### src/rtl/lcd_nibble_receiver.sv
// lcd_nibble_receiver: watches the 4-bit LCD write bus (E/RS/D[3:0]), pairs
// nibbles into bytes, tracks the DDRAM address the panel would be pointing
// at, and flags E-width, nibble-gap, byte-gap and RS-consistency violations.
module lcd_nibble_receiver #(
  parameter int E_MIN_HIGH = 12,
  parameter int NIBBLE_GAP = 50,
  parameter int BYTE_GAP   = 2000
) (
  input  logic       clk,
  input  logic       reset,
  input  logic       lcd_e,
  input  logic       lcd_rs,
  input  logic [3:0] lcd_data,
  output logic       byte_valid,
  output logic [7:0] byte_out,
  output logic       byte_rs,
  output logic [6:0] ddram_addr,
  output logic       timing_err,
  output logic [2:0] err_code
);

  localparam logic WAIT_UPPER = 1'b0;
  localparam logic WAIT_LOWER = 1'b1;

  localparam logic [11:0] CNT_MAX = 12'hFFF;

  localparam logic [2:0] ERR_NONE = 3'b000;
  localparam logic [2:0] ERR_E    = 3'b001;
  localparam logic [2:0] ERR_NIB  = 3'b010;
  localparam logic [2:0] ERR_BYTE = 3'b011;
  localparam logic [2:0] ERR_RS   = 3'b100;

  // Thresholds widened to 13 bits so gap_cnt+1 never overflows the compare.
  localparam logic [12:0] E_MIN    = 13'(E_MIN_HIGH);
  localparam logic [12:0] NIB_MIN  = 13'(NIBBLE_GAP);
  localparam logic [12:0] BYTE_MIN = 13'(BYTE_GAP);

  logic        e_q;
  logic        state;
  logic [3:0]  upper_q;
  logic        rs_q;
  logic        first_seen;
  logic [11:0] hi_cnt;
  logic [11:0] gap_cnt;

  logic        fall;
  logic [12:0] gap_next;
  logic        e_viol, nib_viol, byte_viol, rs_viol;
  logic [2:0]  err_next;
  logic [6:0]  addr_next;

  assign fall     = e_q & ~lcd_e;
  // gap_cnt restarts at 0 the cycle after an edge, so +1 is the true spacing.
  assign gap_next = {1'b0, gap_cnt} + 13'd1;

  // Violation detection on the falling-edge cycle, highest code wins.
  always_comb begin
    e_viol    = fall && ({1'b0, hi_cnt} < E_MIN);
    nib_viol  = fall && (state == WAIT_LOWER) && (gap_next < NIB_MIN);
    byte_viol = fall && (state == WAIT_UPPER) && first_seen && (gap_next < BYTE_MIN);
    rs_viol   = fall && (state == WAIT_LOWER) && (lcd_rs != rs_q);
    err_next  = ERR_NONE;
    if (e_viol)         err_next = ERR_E;
    else if (nib_viol)  err_next = ERR_NIB;
    else if (byte_viol) err_next = ERR_BYTE;
    else if (rs_viol)   err_next = ERR_RS;
  end

  // Address the HD44780 cursor moves to after the byte just delivered.
  always_comb begin
    addr_next = ddram_addr;
    if (byte_rs)
      addr_next = ddram_addr + 7'd1;
    else if (byte_out[7])
      addr_next = byte_out[6:0];
    else if (byte_out == 8'h01 || byte_out == 8'h02)
      addr_next = 7'd0;
  end

  // One-cycle delayed copy of E for edge detection.
  always_ff @(posedge clk or negedge reset) begin
    if (!reset) e_q <= 1'b0;
    else        e_q <= lcd_e;
  end

  // E-high width counter, saturating so a stuck-high E never wraps to short.
  always_ff @(posedge clk or negedge reset) begin
    if (!reset)              hi_cnt <= '0;
    else if (!lcd_e)         hi_cnt <= '0;
    else if (hi_cnt != CNT_MAX) hi_cnt <= hi_cnt + 12'd1;
  end

  // Edge-to-edge spacing counter, saturating.
  always_ff @(posedge clk or negedge reset) begin
    if (!reset)                  gap_cnt <= '0;
    else if (fall)               gap_cnt <= '0;
    else if (gap_cnt != CNT_MAX) gap_cnt <= gap_cnt + 12'd1;
  end

  // Nibble pairing FSM; violating nibbles are still accepted.
  always_ff @(posedge clk or negedge reset) begin
    if (!reset) begin
      state      <= WAIT_UPPER;
      upper_q    <= '0;
      rs_q       <= 1'b0;
      first_seen <= 1'b0;
    end else if (fall) begin
      first_seen <= 1'b1;
      if (state == WAIT_UPPER) begin
        upper_q <= lcd_data;
        rs_q    <= lcd_rs;
        state   <= WAIT_LOWER;
      end else begin
        state   <= WAIT_UPPER;
      end
    end
  end

  // Byte delivery one cycle after the lower-nibble edge; RS from the upper.
  always_ff @(posedge clk or negedge reset) begin
    if (!reset) begin
      byte_valid <= 1'b0;
      byte_out   <= '0;
      byte_rs    <= 1'b0;
    end else begin
      byte_valid <= fall && (state == WAIT_LOWER);
      if (fall && (state == WAIT_LOWER)) begin
        byte_out <= {upper_q, lcd_data};
        byte_rs  <= rs_q;
      end
    end
  end

  // DDRAM address tracking, applied when the byte is presented.
  always_ff @(posedge clk or negedge reset) begin
    if (!reset)          ddram_addr <= '0;
    else if (byte_valid) ddram_addr <= addr_next;
  end

  // Sticky error flag plus code of the most recent violation.
  always_ff @(posedge clk or negedge reset) begin
    if (!reset) begin
      timing_err <= 1'b0;
      err_code   <= ERR_NONE;
    end else if (err_next != ERR_NONE) begin
      timing_err <= 1'b1;
      err_code   <= err_next;
    end
  end

endmodule

### config.mk
export PLATFORM = sky130hd
export DESIGN_NAME = lcd_nibble_receiver
export DESIGN_NICKNAME = d
export VERILOG_FILES = /design/src/rtl/lcd_nibble_receiver.sv
export SDC_FILE = /design/constraint.sdc
export NUM_CORES = 1
export LEC_CHECK = 0
export ABC_AREA = 1
export CAP_MARGIN = 10
export CORE_ASPECT_RATIO = 0.75
export CORE_MARGIN = 2
export CORE_UTILIZATION = 25
export DETAILED_ROUTE_END_ITERATION = 8
export GPL_TIMING_DRIVEN = 1
export PLACE_DENSITY_LB_ADDON = 0.1
export SETUP_SLACK_MARGIN = 0.2
export SLEW_MARGIN = 20
export SYNTH_ARGS = -nofsm -noshare
export SYNTH_HDL_FRONTEND = slang
export SYNTH_SLANG_ARGS = --single-unit
### constraint.sdc
create_clock -name clk -period 2.45 [get_ports clk]
set_input_delay 0.49 -clock clk [delete_from_list [all_inputs] [get_ports clk]]
set_output_delay 0.49 -clock clk [all_outputs]
set_load 0.03 [all_outputs]
* Word level (Yosys, flattened, before mapping)
Index checks and enable logic that the tools add are counted.
** Cells by class
- $mul :: 0
- Div/mod/pow operators :: 0
- Equality and inequality tests :: 6
- Reduce and logical (&&, ||, !) cells :: 13
- $lt $le $gt $ge :: 3
- Add/subtract/negate cells :: 4
- Bitwise gates (word level) :: 3
- Multiplexer cells :: 12
- Shift-type cells :: 0
** Operator list (number)
- two-way mux 12 bit :: 4
- adder 12 x 1 -> 12 bit (second input constant) :: 2
- != test 12 bit (second input constant) :: 2
- two-way mux 7 bit :: 3
- adder 12 x 1 -> 13 bit (second input constant) :: 1
- less-than comparator 13 x 11 -> 1 bit (second input constant) :: 1
- less-than comparator 13 x 6 -> 1 bit (second input constant) :: 1
- less-than comparator 12 x 4 -> 1 bit (second input constant) :: 1
- two-way mux 3 bit :: 4
- == test 8 x 1 -> 1 bit (second input constant) :: 1
- == test 8 x 2 -> 1 bit (second input constant) :: 1
- adder 7 x 1 -> 7 bit (second input constant) :: 1
- logical AND 1 bit :: 7
- nonzero test 3 bit :: 2
- AND reduction 2 bit :: 2
- != test 2 x 1 -> 1 bit (second input constant) :: 1
- inverter 1 bit :: 2
- nonzero test 2 bit :: 1
- AND 1 bit :: 1
- logical OR 1 bit :: 1
- two-way mux 1 bit :: 1
- != test 1 bit :: 1
** Storage, ports and cells
- Output and inout port bits :: 21
- Word-level logic and storage cells :: 54
- Memory bits (read-only) :: 0
- Bits in registers :: 53
- Bits in latches :: 0
- Bits in writable memories :: 0
- Memories :: 0

* Logic depth before layout (Yosys ltp)
Gate-level depths: netlist of run 1.
- Depth after elaboration :: 9
- Mapped depth :: 12
- Mapped depth without buffers :: 12

* Least setup slack after synthesis of run 1
OpenSTA, ideal clock, no wires.
- Path type :: flip-flop to flip-flop
- Start point :: register ddram_addr[0]
- End point :: register ddram_addr[6]
- Buffers on the path :: 0
- Slack :: 0.842 ns
- Arrival :: 1.531 ns
- Data required time :: 2.373 ns
- Cell stages (with the launch flop) :: 10
- Cell sequence :: dfrtp_1 > ha_1 > nand2_1 > inv_1 > nand2_1 > nor2_1 > nand2_1 > xor2_1 > o21a_1 > a21oi_1
** Between the ends
- Longest elaborated chain between the ends :: 2
** Ends and longest elaborated chain
- start: declaration :: line 17 : output logic [6:0] ddram_addr,
- start signal: assignment :: line 137 : else if (byte_valid) ddram_addr <= addr_next;
- adder 7 x 1 -> 7 bit :: line 73 : addr_next = ddram_addr + 7'd1;
- two-way mux 7 bit :: line 72 : if (byte_rs)
Every way passes these cells.
A chain may end at the register's enable or synchronous reset.

* Final worst setup path of run 1
- Start point :: register byte_rs
- End point :: output port byte_rs
** RTL lines
- start: declaration :: line 16 : output logic byte_rs,
- start signal: assignment :: line 129 : byte_rs <= rs_q;
No word-level cell between the ends.

==> reports/metrics.csv, run 1 <==
stage;metric;value;unit
power_and_ir_drop;p_sw_share;36.3;%
drt;dr.pass1.iters;4;
sta;fin_tns_setup;0;ns
critical_path;cp_num_buf_inv;1;
drt;drt-met1-wl;3670;um
placement;dp_cells;513;
critical_path;critPathRequiredTime;1.96;ns
yosys;seq_area_frac_synth;48.2;%
cells_and_area;fin_cells;521;
clock_network;cts_buffers;5;
critical_path;path_max_fanout;6;
power_and_ir_drop;comb_power_share;31.5;%
outcome;status;finished clean;
yosys;synth_area;0.00275;mm^2
clock_network;post_cts_buffers;0;
cells_and_area;final_common_cell;nand2_1;
sta;max_freq;0.518;GHz
sta;min_period;1.93;ns
yosys;ys_async_sr_fraction;100;%
global_route;grt_start_max_net_pins;48;
placement;place_congestion;0.750;
critical_path;cp_slowest_cell;clkdlybuf4s50_1;
placement;dp_hpwl;5050;um
sta;hold_viol;0;
critical_path;timing.rr.end;err_code[1];
critical_path;path_cells;clkdlybuf4s50_1;
sta;maxSlewViolCount;0;
drt;met2_wirelength;2740;um
sta;fin_crit_sh;78.8;%
global_route;grt_pass1_wl;11100;um
clock_network;clock-sinks;53;
floorplan;num_rows;33;
yosys;synthesis.nets;355;
yosys;synth_top_area_share;48.2;%
yosys;synth.distinct_cells;35;
sta;slew_headroom;66.7;%
yosys;ys_warn_count;0;
drt;top_layer;met4;
cells_and_area;final_cell_mix;92 x nand2_1, 53 x dfrtp_1, 45 x inv_1;
drt;met3_length;244;um
drt;drt_iter0_drc;136;
power_and_ir_drop;irDropWorstVdd;313;uV
power_and_ir_drop;powerDensity;871;mW/mm^2
yosys;synth_area_leaders;dfrtp_1 48%, nand2_1 13%, inv_1 6.1%;
sta;finalSetupViolations;0;
critical_path;critPathTopFamily;buffers and inverters;
global_route;grt_overflow;0;
clock_network;worstSkewPairLatency;0.29;ns
critical_path;r2r_start;gap_cnt[1];
drt;ant_nets;0;
clock_network;ctsResizeCount;0;
clock_network;cts_root_buffer;clkbuf_16;
sta;fin_skew;0.00529;ns
drt;routed_via_density;4.37;
floorplan;die_w;125;um
yosys;synth_top_area_cell;dfrtp_1;
critical_path;startpoint_type;flop;
cells_and_area;antenna_cells;0;
global_route;grt_pass1_vias;2133;
clock_network;cts_tree;built;
global_route;grtUsageTotal;12.0;%
sta;rsz0062_at_grt;false;
power_and_ir_drop;power.switching;0.00108;W
power_and_ir_drop;p_int;0.00189;W
cells_and_area;drive_above_1_share;10.8;%
cells_and_area;syn2layout_area_growth;23.6;%
power_and_ir_drop;leakage;1.49;nW
cells_and_area;nets;391;
placement;portBuffers;28;
drt;drt_wl_total;6710;um
yosys;synth_cells;344;
floorplan;io_pins;29;
cells_and_area;finish.utilization;31.5;%
drt;via_count;2275;
critical_path;setup.worst_path.class;reg2out;
power_and_ir_drop;pwr-share-clk;27.8;%
critical_path;end_kind;primary output;
floorplan;dieHeight;94.9;um
clock_network;cts_hold_buf;0;
critical_path;critPathMaxStageDelay;0.70;ns
yosys;synth_flop_cell;dfrtp_1;
critical_path;path_depth;1;
drt;wl_per_cell;12.9;um
clock_network;cts_buffer_depth;2;
drt;drc;0;
yosys;synth-edff-count;0;
floorplan;dieArea;0.0119;mm^2
critical_path;r2r_slack;0.70;ns
critical_path;reg2regPathDepth;12;
global_route;antenna_found_initial;0;
floorplan;coreArea;0.0108;mm^2
clock_network;cts.clk_slew.worst_paths;0.07;ns
clock_network;htree_levels;2;
yosys;ys_seq_elements;53;
floorplan;start_util;25.5;%
sta;tightestPinTransition;0.494;ns
yosys;synth_area_per_cell;8.01;um^2
flow_run;cap_violations;0;
critical_path;worstPathArrival;1.44;ns
power_and_ir_drop;p_seq_share;40.7;%
hold_path;worstHoldPathType;in2async;
power by group through the flow:
stage          Clock [W]  Sequential, W  Combinational [W]
6_report        0.000824        0.00121           0.000934
2_1_floorplan          0        0.00142           0.000341
3_5_place_dp           0        0.00123           0.000939
5_1_grt         0.000886        0.00124            0.00103
3_3_place_gp           0        0.00124           0.000942
4_1_cts         0.000853        0.00121           0.000943
synth_stat cells (2+ instances only):
library cell  number
nand2_1           92
dfrtp_1           53
inv_1             45
o21ai_0           25
nor2_1            23
a21oi_1           20
nand3_1           19
a31oi_1            5
nand2_2            5
nand4_1            5
nor2_2             5
nand3_2            4
nor3_1             4
o22ai_1            4
or2_2              4
xor2_1             4
ha_1               3
nor2_4             3
nor4_1             3
buf_2              2
clkbuf_1           2
flip-flops by register name, indices dropped and copies added, names as in the netlist:
signal,count
gap_cnt,12
hi_cnt,12
byte_out,8
ddram_addr,7
upper_q,4
err_code,3
byte_rs,1
byte_valid,1
e_q,1
first_seen,1
rs_q,1
state,1
timing_err,1
metrics by stage:
stage	total power [W]	hold WS [ns]	setup WS [ns]	area (um^2)
after floorplan	0.00176	0.194	0.842	2750
after global placement	0.00218	0.344	0.372	3230
after detailed placement	0.00217	0.342	0.336	3230
after CTS	0.00301	0.0215	0.484	3400
after global routing	0.00315	0.0218	0.458	3400
final	0.00296	0.0244	0.520	3400
cell families after synthesis:
family	Yosys count	synth area share [%]
and+or+nand+nor	170	29.2
AOI/OAI and AO/OA	61	12.1
DFF	53	48.2
buffers and inverters	52	7.54
xor gates and xnor gates	5	1.59
adders and majority gates	3	1.36
routing by layer:
layer | global-route usage (%) | vias up
li1 | - | 1187
met1 | 18.1 | 1049
met2 | 17.1 | 31
met3 | 3.00 | 8
met4 | 2.78 | 0
met5 | 0 | -
cell type report:
class | count | area (um^2)
Clock buffer | 5 | 125
Fill cell | 1168 | 7410
Clock inverter | 3 | 46.3
Multi-Input combinational cell | 239 | 1220
Sequential cell | 53 | 1330
Timing Repair Buffer | 34 | 333
Inverter | 47 | 179
Tap cell | 140 | 175
worst max path at each step:
stage / start / endpoint / slack [ns]
final: byte_rs / byte_rs / 0.52
after global routing: byte_rs / byte_rs / 0.46
after CTS: byte_rs / byte_rs / 0.48
after detailed placement: lcd_e / err_code[0] / 0.34
after global placement: lcd_e / err_code[0] / 0.37
after floorplan: ddram_addr[0] / ddram_addr[6] / 0.84
worst reg2reg max path, cell delays in order, from the launching register on:
cell,delay (ns)
dfrtp_1,0.41
ha_1,0.22
nand2_2,0.10
nor2_2,0.15
nand2_1,0.10
nand2_1,0.06
nand2_1,0.09
a21oi_1,0.13
nand3_1,0.13
nand2_2,0.11
nand2_2,0.06
nand2_1,0.05
nand2_1,0.05
No activity file was read; power rests on OpenSTA's default activity.
==> run 2: changes to the inputs <==
- clock period: 2.45 -> 1.58 ns (I/O delays scaled with it)
==> run 2 against run 1 <==
Effect of this change:
- clock skew about the same
- sequential share of layout area shrank 6.8 points
- core utilization is 7.0 points higher
- global-route usage up 0.51 points
- critical path depth up 9
- final cell count grew 7.1%
- via count up 8.0%
- total power grew 66%
==> reports/metrics.csv, run 2 (same netlist as run 1, synthesis figures left out) <==
stage;metric;value;unit;change
critical_path;end_kind;flop;;
sta;maxSlewViolCount;0;;unchanged
hold_path;hp-start;lcd_e;;
cells_and_area;final_common_cell;nand2_1;;
clock_network;cts.clk_slew.worst_paths;0.07;ns;about the same
sta;fin_crit_sh;99.2;%;
cells_and_area;final_cell_mix;70 x nand2_1, 42 x dfrtp_1, 37 x inv_1;;
clock_network;htree_levels;2;;unchanged
drt;via_count;2458;;+8.0%
sta;min_period;1.57;ns;
power_and_ir_drop;leakage;1.87;nW;+26%
clock_network;cts_root_buffer;clkbuf_16;;
drt;drt_wl_total;7400;um;+10%
placement;dp_hpwl;5490;um;+8.8%
critical_path;worstPathArrival;1.74;ns;+0.30 ns
power_and_ir_drop;powerDensity;1180;mW/mm^2;+36%
global_route;grt_overflow;0;;unchanged
floorplan;dieArea;0.0119;mm^2;unchanged
floorplan;die_w;125;um;unchanged
drt;ant_nets;0;;unchanged
critical_path;path_max_fanout;3;;-3
global_route;grtUsageTotal;12.5;%;+0.51 points
clock_network;worstSkewPairLatency;0.29;ns;about the same
hold_path;worstHoldPathType;in2reg;;
critical_path;timing.rr.end;err_code[1];;
cells_and_area;largest_registers;gap_cnt x12, hi_cnt x12, byte_out x8;;
critical_path;critPathRequiredTime;1.76;ns;-0.20 ns
flow_run;cap_violations;0;;unchanged
critical_path;setup.worst_path.class;reg2reg;;
sta;finalSetupViolations;0;;unchanged
cells_and_area;finish.utilization;38.5;%;+7.0 points
drt;drt_iter0_drc;122;;-10%
cells_and_area;antenna_cells;0;;unchanged
critical_path;r2r_slack;0.01;ns;-0.69 ns
sta;fin_skew;0.00521;ns;-0.0000819 ns
power_and_ir_drop;irDropWorstVdd;644;uV;+110%
clock_network;cts_buffers;5;;unchanged
hold_path;hold_path_end;e_q;;
floorplan;coreArea;0.0108;mm^2;unchanged
sta;hold_slack;0.437;ns;+0.412 ns
drt;drc;0;;unchanged
cells_and_area;nets;428;;+9.5%
cells_and_area;fillers;1098;;-6.0%
global_route;grt_start_max_net_pins;19;;-60%
sta;rsz0062_at_grt;true;;
outcome;status;finished clean;;
placement;place_congestion;0.774;;+3.2%
cells_and_area;fin_cells;558;;+7.1%
global_route;grt_pass1_wl;12000;um;+8.5%
drt;wl_per_cell;13.3;um;+2.9%
global_route;antenna_found_initial;0;;unchanged
drt;routed_via_density;4.41;;+0.88%
clock_network;clock-sinks;53;;unchanged
clock_network;cts_tree;built;;
sta;fin_tns_setup;0;ns;unchanged
cells_and_area;drive_above_1_share;42.3;%;+32 points
critical_path;reg2regPathDepth;10;;-2
drt;dr.pass1.iters;4;;unchanged
sta;hold_viol;0;;unchanged
placement;dp_cells;533;;+3.9%
hold_path;min_path_cells;2;;
cells_and_area;syn2layout_area_growth;51.1;%;
clock_network;cts_buffer_depth;2;;unchanged
sta;max_freq;0.638;GHz;
floorplan;dieHeight;94.9;um;unchanged
sta;slew_headroom;69.6;%;+2.8 points
global_route;grt_pass1_vias;2350;;+10%
placement;portBuffers;28;;unchanged
critical_path;r2r_start;gap_cnt[0];;
floorplan;io_pins;29;;unchanged
sta;tightestPinTransition;0.457;ns;-0.0376 ns
floorplan;start_util;25.5;%;unchanged
floorplan;num_rows;33;;unchanged
critical_path;startpoint_type;flop;;
[run 2: cell count changes in the layout (fill, tap and decap cells not counted), moves of 11 or more]
cell / previous run / this run
buf_4: 5 / 34
nand2_2: 5 / 18
dfrtp_1: 53 / 42
dfrtp_2: 0 / 11
nand2_1: 92 / 70
clkdlybuf4s50_1: 27 / 5
[run 2: what timing repair did]
action                                  4_1_cts  5_1_grt
buffers inserted                              6        8
endpoints found under the hold margin        14        0
resized for setup                           106       91
gates cloned                                  0        2
pin swaps                                    17       18
hold buffers                                  1        0
endpoints found under the setup margin       46       49
[run 2: worst max-delay path: stages (launching register included)]
cell      delay [ns]
dfrtp_1         0.40
buf_4           0.14
nand3_2         0.12
o21bai_1        0.18
nand2_2         0.11
a21oi_2         0.18
nand3_2         0.10
nand2_2         0.09
nand2_2         0.06
nand2_1         0.05
nand2_1         0.04
[run 2: layer usage]
layer  part of all wire (%)  vias up  track usage [%]
li1                       -     1263                -
met1                     53     1172             19.2
met2                     44       21             18.8
met3                    2.9        2             1.98
met4                   0.43        0             1.94
met5                      0        -                0
[run 2: worst max-delay path by stage]
stage	slack, ns	from	endpoint	cells past startpoint
3_5_place_dp	-0.21	lcd_e	err_code[0]	9
2_1_floorplan	0.08	gap_cnt[1]	err_code[1]	12
3_3_place_gp	-0.15	lcd_e	err_code[0]	9
4_1_cts	-0.001	gap_cnt[1]	err_code[0]	10
5_1_grt	-0.13	gap_cnt[0]	err_code[1]	12
6_report	0.01	gap_cnt[0]	err_code[1]	10
[run 2: layout make-up]
class                   instances  area [um^2]  area share (%)
multi-input cells             239         1660            39.8
flip-flops and latches         53         1340            32.2
repair buffers                 71          638            15.3
inverters                      47          185            4.45
well taps                     140          175            4.21
clock buffers                   6          129            3.10
clock inverters                 2         38.8           0.932
[run 2: stage by stage]
step	setup slack, ns	power [W]	area [um^2]
3_3_place_gp	-0.146	0.00348	3410
2_1_floorplan	0.0765	0.00276	2780
5_1_grt	-0.125	0.00523	4160
3_5_place_dp	-0.213	0.00348	3410
4_1_cts	-0.00115	0.00482	3800
6_report	0.0134	0.00493	4160
[run 2: power breakdown]
group | switching (W) | leakage [nW] | internal [W] | total, W
Combinational | 0.00108 | 1.12 | 0.000675 | 0.00175
Sequential | 0.000308 | 0.670 | 0.00164 | 0.00195
Clock | 0.000481 | 0.0810 | 0.000752 | 0.00123
Total | 0.00187 | 1.87 | 0.00306 | 0.00493
